--- src/rtl/cpu_isa_pkg.sv ---
`default_nettype none
// +-----------------------------------------------------------------------------
// | cpu_isa_pkg : opcodes, branch conditions, ex_ctrl bit map, halt FSM states
// | Revision 1.0
// +-----------------------------------------------------------------------------
package cpu_isa_pkg;

  localparam logic [3:0] OP_SUB  = 4'h0;
  localparam logic [3:0] OP_AND  = 4'h1;
  localparam logic [3:0] OP_NOR  = 4'h2;
  localparam logic [3:0] OP_ADD  = 4'h3;
  localparam logic [3:0] OP_ADDZ = 4'h4;
  localparam logic [3:0] OP_SLL  = 4'h5;
  localparam logic [3:0] OP_SRL  = 4'h6;
  localparam logic [3:0] OP_SRA  = 4'h7;
  localparam logic [3:0] OP_LW   = 4'h8;
  localparam logic [3:0] OP_SW   = 4'h9;
  localparam logic [3:0] OP_LHB  = 4'hA;
  localparam logic [3:0] OP_LLB  = 4'hB;
  localparam logic [3:0] OP_B    = 4'hC;
  localparam logic [3:0] OP_JAL  = 4'hD;
  localparam logic [3:0] OP_JR   = 4'hE;
  localparam logic [3:0] OP_HLT  = 4'hF;

  // Branch condition lives in the upper three bits of the dst field of a B.
  localparam logic [2:0] CC_NE   = 3'd0;
  localparam logic [2:0] CC_EQ   = 3'd1;
  localparam logic [2:0] CC_GT   = 3'd2;
  localparam logic [2:0] CC_LT   = 3'd3;
  localparam logic [2:0] CC_GTE  = 3'd4;
  localparam logic [2:0] CC_LTE  = 3'd5;
  localparam logic [2:0] CC_OVF  = 3'd6;
  localparam logic [2:0] CC_TRUE = 3'd7;

  localparam int CTRL_W        = 18;
  localparam int CTRL_RE0      = 17;
  localparam int CTRL_RE1      = 16;
  localparam int CTRL_WE       = 15;
  localparam int CTRL_SRC1SEL  = 14;
  localparam int CTRL_CMPLMT   = 13;
  localparam int CTRL_JAL      = 12;
  localparam int CTRL_JR       = 11;
  localparam int CTRL_B        = 10;
  localparam int CTRL_MEMTOREG = 9;
  localparam int CTRL_MEMWT    = 8;
  localparam int CTRL_MEMRD    = 7;
  localparam int CTRL_LSWJ     = 6;
  localparam int CTRL_ZEN      = 5;
  localparam int CTRL_NEN      = 4;
  localparam int CTRL_OVEN     = 3;
  localparam int CTRL_HLT      = 2;

  typedef enum logic [1:0] {
    ST_RUN       = 2'd0,
    ST_HALT_PEND = 2'd1,
    ST_HALTED    = 2'd2
  } halt_state_e;

endpackage
`default_nettype wire

--- src/rtl/id_ctrl_dec.sv ---
`default_nettype none
// +-----------------------------------------------------------------------------
// | id_ctrl_dec : combinational instruction decode to register fields and ctrl
// | Revision 1.0
// +-----------------------------------------------------------------------------
module id_ctrl_dec
  import cpu_isa_pkg::*;
#(
  parameter int INSTR_W   = 16,
  parameter int RA_W      = 4,
  parameter int SHAMT_W   = 4,
  parameter int ADDZ_MASK = 1
) (
  input  logic [INSTR_W-1:0] i_instr,
  input  logic               i_dont_en,
  output logic [3:0]         o_func,
  output logic [RA_W-1:0]    o_p0,
  output logic [RA_W-1:0]    o_p1,
  output logic [RA_W-1:0]    o_dst,
  output logic [SHAMT_W-1:0] o_shamt,
  output logic [CTRL_W-1:0]  o_ctrl
);

  logic [3:0]      w_op;
  logic [RA_W-1:0] w_f_hi;
  logic [RA_W-1:0] w_f_mid;
  logic [RA_W-1:0] w_f_lo;

  assign w_op    = i_instr[INSTR_W-1 -: 4];
  assign w_f_hi  = i_instr[3*RA_W-1 -: RA_W];
  assign w_f_mid = i_instr[2*RA_W-1 -: RA_W];
  assign w_f_lo  = i_instr[RA_W-1:0];

  assign o_func = w_op;
  assign o_p0   = (w_op == OP_LHB) ? w_f_hi : w_f_mid;
  assign o_p1   = (w_op == OP_SW)  ? w_f_hi : w_f_lo;
  assign o_dst  = (w_op == OP_JAL) ? {RA_W{1'b1}} : w_f_hi;

  always_comb begin
    o_ctrl  = '0;
    o_shamt = '0;
    case (w_op)
      OP_SUB: begin
        o_ctrl[CTRL_RE0] = 1'b1; o_ctrl[CTRL_RE1] = 1'b1; o_ctrl[CTRL_WE] = 1'b1;
        o_ctrl[CTRL_CMPLMT] = 1'b1;
        o_ctrl[CTRL_ZEN] = 1'b1; o_ctrl[CTRL_NEN] = 1'b1; o_ctrl[CTRL_OVEN] = 1'b1;
      end
      OP_AND, OP_NOR: begin
        o_ctrl[CTRL_RE0] = 1'b1; o_ctrl[CTRL_RE1] = 1'b1; o_ctrl[CTRL_WE] = 1'b1;
        o_ctrl[CTRL_ZEN] = 1'b1;
      end
      OP_ADD: begin
        o_ctrl[CTRL_RE0] = 1'b1; o_ctrl[CTRL_RE1] = 1'b1; o_ctrl[CTRL_WE] = 1'b1;
        o_ctrl[CTRL_ZEN] = ~((ADDZ_MASK != 0) & i_dont_en);
        o_ctrl[CTRL_NEN] = 1'b1; o_ctrl[CTRL_OVEN] = 1'b1;
      end
      OP_ADDZ: begin
        o_ctrl[CTRL_RE0] = 1'b1; o_ctrl[CTRL_RE1] = 1'b1; o_ctrl[CTRL_WE] = 1'b1;
        o_ctrl[CTRL_ZEN] = 1'b1; o_ctrl[CTRL_NEN] = 1'b1; o_ctrl[CTRL_OVEN] = 1'b1;
      end
      OP_SLL, OP_SRL, OP_SRA: begin
        o_ctrl[CTRL_RE0] = 1'b1; o_ctrl[CTRL_WE] = 1'b1; o_ctrl[CTRL_ZEN] = 1'b1;
        o_shamt = i_instr[SHAMT_W-1:0];
      end
      OP_LW: begin
        o_ctrl[CTRL_RE0] = 1'b1; o_ctrl[CTRL_WE] = 1'b1; o_ctrl[CTRL_SRC1SEL] = 1'b1;
        o_ctrl[CTRL_MEMTOREG] = 1'b1; o_ctrl[CTRL_MEMRD] = 1'b1; o_ctrl[CTRL_LSWJ] = 1'b1;
      end
      OP_SW: begin
        o_ctrl[CTRL_RE0] = 1'b1; o_ctrl[CTRL_RE1] = 1'b1; o_ctrl[CTRL_SRC1SEL] = 1'b1;
        o_ctrl[CTRL_MEMWT] = 1'b1; o_ctrl[CTRL_LSWJ] = 1'b1;
      end
      // LHB reads its own destination so the low byte can be preserved.
      OP_LHB: begin
        o_ctrl[CTRL_RE0] = 1'b1; o_ctrl[CTRL_WE] = 1'b1; o_ctrl[CTRL_SRC1SEL] = 1'b1;
      end
      OP_LLB: begin
        o_ctrl[CTRL_WE] = 1'b1; o_ctrl[CTRL_SRC1SEL] = 1'b1;
      end
      OP_B:   o_ctrl[CTRL_B] = 1'b1;
      OP_JAL: begin
        o_ctrl[CTRL_JAL] = 1'b1; o_ctrl[CTRL_WE] = 1'b1; o_ctrl[CTRL_LSWJ] = 1'b1;
      end
      OP_JR: begin
        o_ctrl[CTRL_JR] = 1'b1; o_ctrl[CTRL_RE0] = 1'b1;
      end
      OP_HLT:  o_ctrl[CTRL_HLT] = 1'b1;
      default: o_ctrl = '0;
    endcase
  end

endmodule
`default_nettype wire

--- src/rtl/id_stage_pipe.sv ---
`default_nettype none
// +-----------------------------------------------------------------------------
// | id_stage_pipe : ID stage with ID/EX register, load-use hazard and halt FSM
// | Revision 1.0
// +-----------------------------------------------------------------------------
module id_stage_pipe
  import cpu_isa_pkg::*;
#(
  parameter int INSTR_W   = 16,
  parameter int PC_W      = 16,
  parameter int RA_W      = 4,
  parameter int SHAMT_W   = 4,
  parameter int ADDZ_MASK = 1
) (
  input  logic               clk,
  input  logic               rst_n,
  input  logic               if_valid,
  input  logic [INSTR_W-1:0] if_instr,
  input  logic [PC_W-1:0]    if_pc,
  input  logic               if_dont_en,
  output logic               id_ready,
  input  logic               flush,
  input  logic               ex_ready,
  output logic               ex_valid,
  output logic [PC_W-1:0]    ex_pc,
  output logic [3:0]         ex_func,
  output logic [RA_W-1:0]    ex_p0,
  output logic [RA_W-1:0]    ex_p1,
  output logic [RA_W-1:0]    ex_dst,
  output logic [SHAMT_W-1:0] ex_shamt,
  output logic [CTRL_W-1:0]  ex_ctrl,
  output logic               stall,
  output logic               halted
);

  logic [3:0]         w_func;
  logic [RA_W-1:0]    w_p0;
  logic [RA_W-1:0]    w_p1;
  logic [RA_W-1:0]    w_dst;
  logic [SHAMT_W-1:0] w_shamt;
  logic [CTRL_W-1:0]  w_ctrl;
  logic               w_advance;
  logic               w_stall;
  logic               w_ready;
  logic               w_accept;

  logic               r_valid;
  logic [PC_W-1:0]    r_pc;
  logic [3:0]         r_func;
  logic [RA_W-1:0]    r_p0;
  logic [RA_W-1:0]    r_p1;
  logic [RA_W-1:0]    r_dst;
  logic [SHAMT_W-1:0] r_shamt;
  logic [CTRL_W-1:0]  r_ctrl;
  halt_state_e        r_state;
  logic               r_halted;

  id_ctrl_dec #(
    .INSTR_W  (INSTR_W),
    .RA_W     (RA_W),
    .SHAMT_W  (SHAMT_W),
    .ADDZ_MASK(ADDZ_MASK)
  ) u_dec (
    .i_instr  (if_instr),
    .i_dont_en(if_dont_en),
    .o_func   (w_func),
    .o_p0     (w_p0),
    .o_p1     (w_p1),
    .o_dst    (w_dst),
    .o_shamt  (w_shamt),
    .o_ctrl   (w_ctrl)
  );

  assign w_advance = ~r_valid | ex_ready;
  assign w_stall   = if_valid & r_valid & r_ctrl[CTRL_MEMRD] & (r_dst != '0)
                   & ((w_ctrl[CTRL_RE0] & (w_p0 == r_dst)) | (w_ctrl[CTRL_RE1] & (w_p1 == r_dst)));
  assign w_ready   = w_advance & ~w_stall & (r_state == ST_RUN);
  assign w_accept  = if_valid & w_ready;

  // Fields are only loaded on an accepted word; bubbles and flushes clear valid alone.
  always_ff @(posedge clk or negedge rst_n) begin
    if (!rst_n) begin
      r_valid <= 1'b0;
      r_pc    <= '0;
      r_func  <= '0;
      r_p0    <= '0;
      r_p1    <= '0;
      r_dst   <= '0;
      r_shamt <= '0;
      r_ctrl  <= '0;
    end else if (flush) begin
      r_valid <= 1'b0;
    end else if (w_advance) begin
      r_valid <= w_accept;
      if (w_accept) begin
        r_pc    <= if_pc;
        r_func  <= w_func;
        r_p0    <= w_p0;
        r_p1    <= w_p1;
        r_dst   <= w_dst;
        r_shamt <= w_shamt;
        r_ctrl  <= w_ctrl;
      end
    end
  end

  // A retiring HLT outranks a concurrent flush: the HLT has already left ID/EX.
  always_ff @(posedge clk or negedge rst_n) begin
    if (!rst_n) begin
      r_state  <= ST_RUN;
      r_halted <= 1'b0;
    end else begin
      case (r_state)
        ST_RUN: begin
          if (w_accept & ~flush & (w_func == OP_HLT))
            r_state <= ST_HALT_PEND;
        end
        ST_HALT_PEND: begin
          if (r_valid & ex_ready & r_ctrl[CTRL_HLT]) begin
            r_state  <= ST_HALTED;
            r_halted <= 1'b1;
          end else if (flush) begin
            r_state <= ST_RUN;
          end
        end
        ST_HALTED: r_halted <= 1'b1;
        default: begin
          r_state  <= ST_RUN;
          r_halted <= 1'b0;
        end
      endcase
    end
  end

  assign id_ready = w_ready;
  assign stall    = w_stall;
  assign halted   = r_halted;
  assign ex_valid = r_valid;
  assign ex_pc    = r_pc;
  assign ex_func  = r_func;
  assign ex_p0    = r_p0;
  assign ex_p1    = r_p1;
  assign ex_dst   = r_dst;
  assign ex_shamt = r_shamt;
  assign ex_ctrl  = r_ctrl;

endmodule
`default_nettype wire

--- config.mk ---
export PLATFORM = sky130hd
export DESIGN_NAME = id_stage_pipe
export DESIGN_NICKNAME = d
export VERILOG_FILES = /design/src/rtl/cpu_isa_pkg.sv /design/src/rtl/id_ctrl_dec.sv /design/src/rtl/id_stage_pipe.sv
export SDC_FILE = /design/constraint.sdc
export NUM_CORES = 1
export LEC_CHECK = 0
export BUFFER_PORTS_ARGS = -buffer_cell sky130_fd_sc_hd__buf_2
export CAP_MARGIN = 20
export CORE_ASPECT_RATIO = 0.8
export CORE_MARGIN = 1
export CORE_UTILIZATION = 55
export CTS_BUF_LIST = sky130_fd_sc_hd__clkbuf_8
export CTS_CLUSTER_DIAMETER = 150
export DETAILED_ROUTE_END_ITERATION = 10
export PLACE_DENSITY_LB_ADDON = 0.05
export SLEW_MARGIN = 20
export SYNTH_ARGS = -nofsm -noshare
export SYNTH_HDL_FRONTEND = slang
export SYNTH_SLANG_ARGS = --single-unit
--- constraint.sdc ---
create_clock -name clk -period 3.3 [get_ports clk]
set_input_delay 0.165 -clock clk [delete_from_list [all_inputs] [get_ports clk]]
set_output_delay 0.165 -clock clk [all_outputs]
set_load 0.1 [all_outputs]
==> results.py, run 1 <==
metrics = {
    "status": {
        "status": "finished with violations",
        "failed_checks": "DRC",
    },
    "logic_synthesis": {
        "ys_seq_elements": 54,
        "synthArstFlopShare": 1.00,
        "avgSynthCellArea_um2": 12.4,
        "netlist_area_um2": 2950,
        "ys_types": 41,
        "yosysSeqAreaShare": 0.459,
        "synth_cells": 238,
        "synth-edff-count": 0,
        "ys.flop_type": "dfrtp_1",
        "ys_warn_count": 0,
    },
    "critical_path": {
        "critPathLaunchType": "register",
        "critPathKind": "register to output port",
        "cp_slowest_stage_delay_ns": 0.56,
        "cp_cell_sequence": "or4_1, o311ai_0, a211oi_1, nand3_1, nand2_2, nor2_4, buf_2",
        "cp-end-kind": "output port",
        "critPathMaxFanout": 11,
        "path_buf_inv": 1,
        "crit_slowest_cell": "or4_1",
        "cp.required_ns": 3.13,
        "critPathArrivalTime_ns": 2.41,
        "critPathTopFamily": "simple AND/OR/NAND/NOR gates",
    },
    "finish": {
        "fillCellCount": 411,
        "area_delta_synth_final_pct": 18.9,
        "n_antenna_cell": 0,
        "nets": 367,
        "layout-drive-gt1-share": 0.474,
    },
    "global_route": {
        "grt_max_degree": 35,
        "track_usage": 0.226,
        "antenna_found_initial": 0,
        "grt_overflow_total": 0,
        "grt_pass1_vias": 1952,
        "grt_pass1_wl_um": 9790,
    },
    "job": {
        "drv_cap": 0,
    },
    "clocking": {
        "cts_buffers": 5,
        "clock_latency_ns": 0.30,
        "cts_tree": "yes",
        "cts.root.buffer_cell": "clkbuf_8",
        "cts_sinks": 54,
        "clkTransAtPathRegs_ns": 0.09,
        "clockBufferDepth": 2,
        "postCtsSetupRepairBufs": 0,
        "htreeDepth": 2,
    },
    "drt": {
        "met2_wirelength_um": 2520,
        "vias_per_cell": 5.28,
        "drt_pass1_iterations": 7,
        "wl_met3_um": 379,
        "ant_nets": 0,
        "first_iter_violations": 79,
        "top_layer": "met4",
        "num_vias": 2055,
        "routedLengthMet1_um": 2950,
        "wl_per_cell_um": 15.2,
        "drc": 18,
        "wirelength_um": 5900,
    },
    "sta": {
        "max_freq_ghz": 0.389,
        "max_slew_margin": 0.604,
        "period_share": 0.780,
        "rsz0062_at_grt": "no",
        "worstMarginPinSlew_ns": 0.592,
        "finalCriticalPeriod_ns": 2.57,
        "setup_viol": 0,
        "hold_viol": 0,
        "tns_ns": 0,
        "maxSlewViolCount": 0,
        "skew_ns": 0.00615,
    },
    "floorplanning": {
        "rows": 23,
        "io_pins": 96,
        "dieArea_um2": 5650,
        "die_w_um": 83.8,
        "core_um2": 5090,
        "initial_core_util": 0.578,
        "die_h_um": 67.5,
    },
    "placed_design": {
        "place_congestion": 0.838,
        "hpwl_um": 4350,
        "portBuffers": 93,
    },
    "min_path": {
        "hold_path.class": "input pin to register",
    },
}
-- logic make-up (layout without fill, tap and decap cells) --
logic type,count (synthesis),count (layout),share of synthesized area
simple gates,64,64,0.122
mux,57,57,0.265
flops,54,54,0.459
buf+inv,31,119,0.0739
compound gates,22,22,0.0484
xor+xnor,6,6,0.0178
fa+ha+maj,3,3,0.0127
other cells,1,2,0.00127
-- final timing paths --
kind | start | endpoint | slack [ns] | cells after the start
setup / recovery | ex_dst[3] | id_ready | 0.73 | 7
hold / removal | flush | ex_valid | 0.06 | 2
setup reg to reg | ex_dst[3] | ex_p1[3] | 0.77 | 7
hold reg to reg | ex_pc[5] | ex_pc[5] | 0.51 | 1
max in group asynchronous | rst_n | ex_ctrl[2] | 2.16 | 3
min in group asynchronous | rst_n | ex_pc[1] | 0.34 | 2
-- area by class of cell --
cell class / instances / area, µm² / share of cell area
multi-input combinational: 154 / 1390 / 0.397
tap: 62 / 77.6 / 0.0221
inverter: 14 / 52.6 / 0.0150
sequential: 54 / 1350 / 0.386
timing repair buffer: 97 / 523 / 0.149
clock inverter: 3 / 40.0 / 0.0114
clock buffer: 5 / 68.8 / 0.0196
-- routing by layer --
layer	global-route usage	vias up
met5	0	-
met4	0.0668	0
met3	0.0477	4
met2	0.327	69
met1	0.342	986
li1	-	996
-- registers in the layout, indices dropped and copies added, names as in the netlist --
name	flops
ex_pc	16
ex_dst	4
ex_func	4
ex_p1	4
ex_p0	4
halted	1
r_state	2
ex_valid	1
ex_shamt	4
ex_ctrl	14
-- cells in the mapped netlist (all sizes together), types with 3 or more instances --
cell | instances | area (µm²)
a21oi | 5 | 25.0
nand2b | 6 | 37.5
nand2 | 22 | 82.6
ha | 3 | 37.5
nand3 | 3 | 15.0
o21ai | 5 | 25.0
clkbuf | 3 | 12.5
buf | 14 | 153
inv | 14 | 52.6
nor2 | 7 | 26.3
o2111ai | 4 | 35.0
dfrtp | 54 | 1350
mux2i | 10 | 100
and2 | 4 | 25.0
mux2 | 47 | 679
xnor2 | 4 | 35.0
nor3b | 4 | 30.0
nor2b | 3 | 18.8
nor3 | 4 | 20.0
-- timing repair --
action,4_1_cts,5_1_grt
gates resized for setup,0,0
hold buffers,1,0
endpoints found under the hold margin,20,0
-- cells in the final DEF, fill, tap and decap left out, types with 3 or more instances in the layout --
cell type and n:
mux2_2 7, nor2_1 6, nand2_1 21, and2_1 4
nor3_1 4, nor3b_1 4, inv_1 14, clkbuf_8 5
nand2b_1 6, o21ai_0 5, ha_1 3, o2111ai_1 4
mux2i_1 10, nand3_1 3, nor2b_1 3, dfrtp_1 54
a21oi_1 5, buf_2 93, xnor2_1 4, mux2_4 40
-- stage by stage --
| step | cells | setup slack (ns) | area (µm²) | utilization | hold slack (ns) |
|---|---|---|---|---|---|
| after global placement | 380 | 0.759 | 3380 | 0.664 | 0.143 |
| after detailed placement | 380 | 0.706 | 3380 | 0.664 | 0.144 |
| final | 389 | 0.727 | 3500 | 0.688 | 0.0593 |
| after global routing | 389 | 0.629 | 3500 | 0.688 | 0.0562 |
| after floorplan | 239 | 0.244 | 2960 | - | -0.131 |
| after CTS | 389 | 0.728 | 3500 | 0.688 | 0.0553 |
Power of run 1 is not shown: default switching activity piles up to over one toggle a cycle in this logic, so the estimate is an artifact.
==> run 2, diff against run 1 <==
--- a/config.mk
+++ b/config.mk
@@ -9,7 +9,7 @@
 export CAP_MARGIN = 20
 export CORE_ASPECT_RATIO = 0.8
 export CORE_MARGIN = 1
-export CORE_UTILIZATION = 55
+export CORE_UTILIZATION = 47
 export CTS_BUF_LIST = sky130_fd_sc_hd__clkbuf_8
 export CTS_CLUSTER_DIAMETER = 150
 export DETAILED_ROUTE_END_ITERATION = 10
==> constraint.sdc (replaced) <==
create_clock -name clk -period 2.3 [get_ports clk]
set_input_delay 0.115 -clock clk [delete_from_list [all_inputs] [get_ports clk]]
set_output_delay 0.115 -clock clk [all_outputs]
set_load 0.1 [all_outputs]
==> run 2 against run 1 <==
  * The run now ends clean
  * Setup slack got worse by 0.66 ns
  * Register-to-register slack got worse by 0.69 ns
  * Via count rose by 2.5%
  * Critical path depth rose by 1
  * Final area rose by 5.5%
  * Largest cell class unchanged
  * Non-clock buffer count rose by 13
  * First-iteration DRC count rose by 27%
  * Sequential share of layout area fell by 1.7 points
==> results.py, run 2 (same netlist as run 1, synthesis figures left out) <==
metrics = {
    "critical_path": {
        "critPathLaunch": "ex_dst[0]",
        "cp-end-kind": "output port",
        "critPathArrivalTime_ns": 2.12,
        "critPathMaxFanout": 6,
        "r2r_slack_ns": 0.08,
        "cp.required_ns": 2.18,
        "r2r-start": "ex_dst[0]",
        "critPathKind": "register to output port",
        "critPathLaunchType": "register",
    },
    "drt": {
        "vias_per_cell": 5.00,
        "first_iter_violations": 100,
        "num_vias": 2107,
        "ant_nets": 0,
        "drc": 0,
        "wl_per_cell_um": 15.1,
        "drt_pass1_iterations": 4,
        "wirelength_um": 6370,
    },
    "global_route": {
        "antenna_found_initial": 0,
        "grt_max_degree": 38,
        "grt_overflow_total": 0,
        "grt_pass1_vias": 2016,
        "track_usage": 0.203,
        "grt_pass1_wl_um": 10400,
    },
    "finish": {
        "final_area_um2": 3690,
        "area_delta_synth_final_pct": 25.4,
        "final_cell_mix": "91 x buf_2, 48 x dfrtp_1, 40 x mux2_4",
        "layout-drive-gt1-share": 0.518,
        "largest_reg_flops": 16,
        "post-route-util": 0.618,
        "fillCellCount": 517,
        "mostFrequentLayoutCell": "buf_2",
        "nets": 380,
        "n_antenna_cell": 0,
    },
    "job": {
        "drv_cap": 0,
    },
    "floorplanning": {
        "dieArea_um2": 6590,
        "die_w_um": 90.5,
        "initial_core_util": 0.493,
        "io_pins": 96,
        "rows": 25,
        "core_um2": 5970,
        "die_h_um": 72.8,
    },
    "clocking": {
        "htreeDepth": 2,
        "clkTransAtPathRegs_ns": 0.10,
        "cts_sinks": 54,
        "cts_buffers": 5,
        "cts_tree": "yes",
        "clockBufferDepth": 2,
        "clock_latency_ns": 0.31,
        "cts.root.buffer_cell": "clkbuf_8",
    },
    "sta": {
        "period_share": 0.972,
        "skew_ns": 0.00652,
        "maxSlewViolCount": 0,
        "hold_viol": 0,
        "holdWs_ns": 0.0310,
        "tns_ns": 0,
        "setup_viol": 0,
        "max_freq_ghz": 0.447,
        "finalCriticalPeriod_ns": 2.24,
        "rsz0062_at_grt": "no",
    },
    "min_path": {
        "min_from": "if_pc[2]",
        "hold_path.class": "input pin to register",
    },
    "placed_design": {
        "hpwl_um": 4760,
        "portBuffers": 93,
        "place_congestion": 0.849,
        "dpl_cell_area_um2": 3550,
    },
    "status": {
        "status": "completed",
    },
}
## run 2: changes by cell type in the layout (fill, tap and decap cells not counted), moves of 2 or more
cell and change:
clkinv_4 +2, dfrtp_4 +2, clkinv_2 -2, dfrtp_2 +4
buf_2 -2, dfrtp_1 -6, buf_12 +3, buf_4 +11
## run 2: timing repair
item                                    4_1_cts  5_1_grt
endpoints found under the hold margin        18        0
hold buffers                                  2        0
endpoints found under the setup margin        0        2
setup buffers                                 0        1
gates resized for setup                       0        3
## run 2: layer usage
metal | vias to the layer above | part of all wire | GRT usage
met2 | 62 | 0.43 | 0.302
met5 | - | 0 | 0
met1 | 1013 | 0.51 | 0.303
met3 | 5 | 0.049 | 0.0365
li1 | 1027 | - | -
met4 | 0 | 0.0082 | 0.0591
## run 2: final timing paths
path                       cells past startpoint     endpoint
max in group asynchronous                      3    ex_dst[0]
setup reg to reg                               8  ex_ctrl[11]
hold reg to reg                                1       halted
hold / removal                                 2     ex_pc[2]
setup / recovery                               8        stall
min in group asynchronous                      2     ex_pc[2]
## run 2: area by class of cell
type / count / area [µm²] / area share
Tap cell: 81 / 101 / 0.0274
Clock inverter: 2 / 17.5 / 0.00474
Timing Repair Buffer: 110 / 666 / 0.180
Clock buffer: 6 / 82.6 / 0.0224
Sequential cell: 54 / 1360 / 0.369
Multi-Input combinational cell: 154 / 1410 / 0.382
Inverter: 14 / 52.6 / 0.0142
## run 2: through the flow
stage | setup slack, ns | std cells
after floorplan | -0.172 | 239
after global placement | 0.100 | 410
after detailed placement | 0.0647 | 410
after CTS | 0.0418 | 420
after global routing | 0.000298 | 421
final | 0.0648 | 421
## run 2: worst max-delay path: stages, from the launching register on
cell       delay (ns)
dfrtp_4          0.49
buf_4            0.17
nor4bb_1         0.14
o21ai_1          0.14
o2111ai_1        0.12
a211o_1          0.35
nand2_4          0.11
buf_4            0.12
buf_12           0.16
Power of run 2 is left out for the same reason.
